$ cat src/rtl/ibex_pext_mult_arbiter.sv
// rtl/ibex_pext_mult_arbiter.sv - shared 17x17x4 multiplier arbiter for RV32M and P-ext Zpn ops (optional PEXT_MULT_PERF_CNT_EN)
module ibex_pext_mult_arbiter #(
   parameter bit          RoundRobin  = 1'b1,
   parameter int unsigned MulPasses32 = 2
) (
   input  logic       clk_i,
   input  logic       rst_i,
   input  logic       req_m_i,
   input  logic       req_p_i,
   input  logic [1:0] p_class_i,
   input  logic       p_acc_i,
   input  logic       kill_i,
   output logic       gnt_m_o,
   output logic       gnt_p_o,
   output logic       valid_m_o,
   output logic       valid_p_o,
   output logic       mul_en_o,
   output logic [1:0] mul_pass_o,
   output logic       acc_en_o,
   output logic       busy_o
`ifdef PEXT_MULT_PERF_CNT_EN
   ,
   output logic [15:0] perf_conflict_o
`endif
);

   localparam logic [1:0] IDLE = 2'd0;
   localparam logic [1:0] EXEC = 2'd1;
   localparam logic [1:0] ACC  = 2'd2;
   localparam logic [1:0] DONE = 2'd3;

   localparam logic [1:0] PASSES32 = MulPasses32[1:0];

   logic [1:0] state_q;
   logic       owner_p_q;   // 1: P owns the array, 0: M owns it
   logic       last_p_q;    // owner of the last completed op, for tie-breaking
   logic       acc_q;
   logic [1:0] npass_q;
   logic [1:0] pass_q;

   logic       accept;
   logic       pick_p;
   logic [1:0] new_npass;

   // Pick the winner among the raw requests seen in IDLE and its pass count
   always_comb begin
      accept    = 1'b0;
      pick_p    = 1'b0;
      new_npass = PASSES32;
      if (!kill_i && (req_m_i || req_p_i)) begin
         accept = 1'b1;
      end
      if (req_m_i && req_p_i) begin
         pick_p = RoundRobin ? !last_p_q : 1'b0;
      end else begin
         pick_p = req_p_i;
      end
      if (pick_p) begin
         case (p_class_i)
            2'd0, 2'd1: new_npass = 2'd1;
            2'd2:       new_npass = 2'd2;
            default:    new_npass = PASSES32;
         endcase
      end
   end

   // Op sequencer: accept, step through array passes, optional accumulate, complete
   always_ff @(posedge clk_i) begin
      if (rst_i) begin
         state_q   <= IDLE;
         owner_p_q <= 1'b0;
         last_p_q  <= 1'b1;
         acc_q     <= 1'b0;
         npass_q   <= 2'd1;
         pass_q    <= 2'd0;
      end else begin
         case (state_q)
            IDLE: begin
               pass_q <= 2'd0;
               if (accept) begin
                  state_q   <= EXEC;
                  owner_p_q <= pick_p;
                  npass_q   <= new_npass;
                  acc_q     <= pick_p & p_acc_i;
               end
            end
            EXEC: begin
               if (kill_i) begin
                  state_q <= IDLE;
                  pass_q  <= 2'd0;
               end else if (pass_q == npass_q - 2'd1) begin
                  pass_q  <= 2'd0;
                  state_q <= acc_q ? ACC : DONE;
               end else begin
                  pass_q <= pass_q + 2'd1;
               end
            end
            ACC: begin
               state_q <= kill_i ? IDLE : DONE;
            end
            DONE: begin
               state_q <= IDLE;
               // A killed completion never happened as far as fairness is concerned
               if (!kill_i) begin
                  last_p_q <= owner_p_q;
               end
            end
            default: begin
               state_q <= IDLE;
            end
         endcase
      end
   end

   assign busy_o     = (state_q != IDLE);
   assign gnt_m_o    = busy_o && !owner_p_q;
   assign gnt_p_o    = busy_o && owner_p_q;
   assign mul_en_o   = (state_q == EXEC);
   assign mul_pass_o = (state_q == EXEC) ? pass_q : 2'd0;
   assign acc_en_o   = (state_q == ACC);
   assign valid_m_o  = (state_q == DONE) && !owner_p_q && !kill_i && !rst_i;
   assign valid_p_o  = (state_q == DONE) && owner_p_q && !kill_i && !rst_i;

`ifdef PEXT_MULT_PERF_CNT_EN
   logic [15:0] perf_q;
   logic        conflict;

   assign conflict = busy_o ? (owner_p_q ? req_m_i : req_p_i) : (req_m_i && req_p_i);

   // Saturating count of cycles where a requester is left waiting
   always_ff @(posedge clk_i) begin
      if (rst_i) begin
         perf_q <= 16'd0;
      end else if (conflict && (perf_q != 16'hFFFF)) begin
         perf_q <= perf_q + 16'd1;
      end
   end

   assign perf_conflict_o = perf_q;
`endif

endmodule

$ cat config.mk
export PLATFORM = sky130hd
export DESIGN_NAME = ibex_pext_mult_arbiter
export DESIGN_NICKNAME = d
export VERILOG_FILES = /design/src/rtl/ibex_pext_mult_arbiter.sv
export SDC_FILE = /design/constraint.sdc
export NUM_CORES = 1
export LEC_CHECK = 0
export ABC_AREA = 1
export BUFFER_PORTS_ARGS = -buffer_cell sky130_fd_sc_hd__buf_2
export CAP_MARGIN = 0
export CORE_AREA = 2 2 39 41
export DETAILED_ROUTE_END_ITERATION = 7
export DIE_AREA = 0 0 41 43
export SLEW_MARGIN = 20
export SYNTH_ARGS = -nofsm -noshare
export SYNTH_HDL_FRONTEND = slang
export SYNTH_SLANG_ARGS = --single-unit
$ cat constraint.sdc
create_clock -name clk_i -period 2.6 [get_ports clk_i]
set_input_delay 0.13 -clock clk_i [delete_from_list [all_inputs] [get_ports clk_i]]
set_output_delay 0.13 -clock clk_i [all_outputs]
set_load 0.02 [all_outputs]
==> flow_summary.toml <==
[job]
cap_violations = 0

[synth]
syn_inst = 81
yosysWarningCount = 0
syn_nets = 89
synth_top_area_share_pct = 35.21
synth_cell_types = 17
synth_enable_flop_cells = 0
seq_area_frac_synth_pct = 35.21
synth_ff_type = "dfxtp_1"
synth_area_leader_cell = "dfxtp_1"
yosys-top-cells-area = "dfxtp_1, nand2_1, nor2_1, inv_1, nand3_1"
synth_area_um2 = 511.7
yosys_register_bits = 9
async_flop_share_pct = 0
syn_area_per_cell_um2 = 6.318

[finish]
n_antenna_cell = 0
layout.nets = 108
final_common_cell = "nand2_1"
final_cell_mix = "nand2_1, nor2_1, buf_2"
area_growth_pct = 22.74
drive_gt1_share_pct = 26.26
fin_cells = 115

[power_and_ir_drop]
switchingPower_uw = 104.9
p_per_area_nw_per_um2 = 533.7
p_seq_share_pct = 45.7
clock_power_share_pct = 32.6
power_frac_comb_pct = 21.7
power.internal_uw = 230.3
switching_share_pct = 31.30
vdd_drop_max_uv = 237.3
leakagePower_nw = 0.3222

[clock_network]
ctsHoldBuffers = 0
clk_path_buf_depth = 2
htreeDepth = 1
postCtsSetupRepairBufs = 0
cts_made_buffers = 3
post_cts_resized = 0
cts-root-buf = "clkbuf_4"
clock_latency_ns = 0.26
cts_tree = "built"
cts_sinks = 9
cts.clk_slew.worst_paths_ns = 0.06

[timing]
drv_slew = 0
tightestPinTransition_ns = 0.3485
hold_violations = 0
rsz0062_at_grt = "no"
slew_headroom_pct = 76.56
min_period_ns = 1.488
clock_skew_ns = 0.002526
finalSetupViolations = 0
tns_ns = 0
period_share_pct = 57.21
timing.fmax_ghz = 0.6722
hold-worst-slack_ns = 0.1284

[setup_path]
slowest_delay_ns = 0.48
r2r_slack_ns = 1.48
slowest_stage = "dfxtp_1"
rr_worst_depth = 6
r2r-end = "npass_q[1]"
crit_chain = "nand2_1, nor2_1, inv_1, nor3_1, buf_2"
cp_top_family = "flip-flops"
r2r-start = "state_q[1]"
startpoint_type = "flip-flop"
path_class = "reg2out"
worstPathRequired_ns = 2.47
worstPathArrival_ns = 1.36
critPathBufInv = 2
crit_fanout = 6
crit_start = "state_q[1]"
crit_path_end_kind = "output port"

[grt]
grt_pass1_vias = 466
grt-busiest-layer = "met2"
gr-usage-all-layers_pct = 15.19
antenna_found_initial = 0
grt_util_met1_pct = 18.12
grt.met2_usage_pct = 23.13
grt_max_degree = 9
grt_overflow = 0
grt_pass1_wl_mm = 1.807
use_met3_pct = 7.853

[drt]
wl_per_cell_um = 9.626
drc_errors = 0
ant_nets = 0
vias_per_cell = 4.565
vias = 525
dr.first_iter.drc_count = 3
routed_wl_mm = 1.107
drt_pass1_iterations = 3

[place]
hpwl_um = 861.6
port_buffers = 15
dp_cells = 111
place_congestion = 0.7234

[worst_hold_path]
hp-class = "in2reg"
holdPathStages = 3
hold_end = "acc_q"
worstHoldStart = "p_acc_i"

[die]
die_w_um = 41
io-pin-count = 17
die_h_um = 43
coreArea_um2 = 1384
die-area_um2 = 1763
start_util_pct = 36.98
num_rows = 14

[run_status]
status = "complete, no violations"
==> Yosys cell counts (2+ instances only) <==
library cell and n:
nand2_1 20, inv_1 13, nand3_1 6, nor2_4 2, dfxtp_1 9, a21oi_1 4
a21oi_2 2, nor2_1 15, nor3_1 2
==> worst register-to-register path: cells and delay by family, from the launching register on <==
kind	cells	cell delay [ns]
DFF	1	0.39
and+or+nand+nor	6	0.64
==> power by group through the flow <==
stage                     logic [mW]  registers (mW)  clock network [mW]
after detailed placement      0.0733           0.156                   0
after global routing          0.0823           0.155               0.122
after CTS                     0.0736           0.153               0.116
after global placement        0.0721           0.156                   0
final                         0.0726           0.153               0.109
after floorplan               0.0539           0.155                   0
==> per-stage QoR <==
step	setup WS [ns]	instance area (µm²)	utilization, %	power [mW]
2_1_floorplan	1.315	511.7	-	0.2088
3_3_place_gp	1.386	601.8	43.49	0.2283
3_5_place_dp	1.389	601.8	43.49	0.2296
4_1_cts	1.087	628.1	45.39	0.3429
5_1_grt	1.006	628.1	45.39	0.3585
6_report	1.112	628.1	45.39	0.3352
==> worst max path at each step <==
stage	to	cells past startpoint
3_3_place_gp	valid_m_o	5
5_1_grt	valid_m_o	5
2_1_floorplan	valid_m_o	4
3_5_place_dp	valid_m_o	5
4_1_cts	valid_m_o	5
6_report	valid_m_o	5
==> state kept, by name, summed over array words and instances (netlist names) <==
| signal | flops |
|---|---|
| state_q | 2 |
| npass_q | 2 |
| last_p_q | 1 |
| acc_q | 1 |
| pass_q | 2 |
| owner_p_q | 1 |
==> cell type report <==
| type | count | area [µm²] |
|---|---|---|
| tap | 16 | 20.02 |
| sequential | 9 | 180.2 |
| fill | 150 | 755.7 |
| clock buffer | 4 | 26.28 |
| multi-input combinational | 57 | 274.0 |
| inverter | 14 | 52.55 |
| timing repair buffer | 15 | 75.07 |
==> kinds of logic (layout without fill, tap and decap cells) <==
logic type | count (synthesis) | in the layout | share of synthesized area [%]
DFF | 9 | 9 | 35.21
and+or+nand+nor | 48 | 48 | 42.30
buffers and inverters | 15 | 33 | 11.25
AOI/OAI and AO/OA | 9 | 9 | 11.25
==> layer usage <==
| layer | vias up | share of wire [%] |
|---|---|---|
| met5 | - | 0 |
| met4 | 0 | 0 |
| met3 | 0 | 5.1 |
| met2 | 13 | 45 |
| met1 | 227 | 50 |
| li1 | 285 | - |
Power figures use the tool's default switching activity.
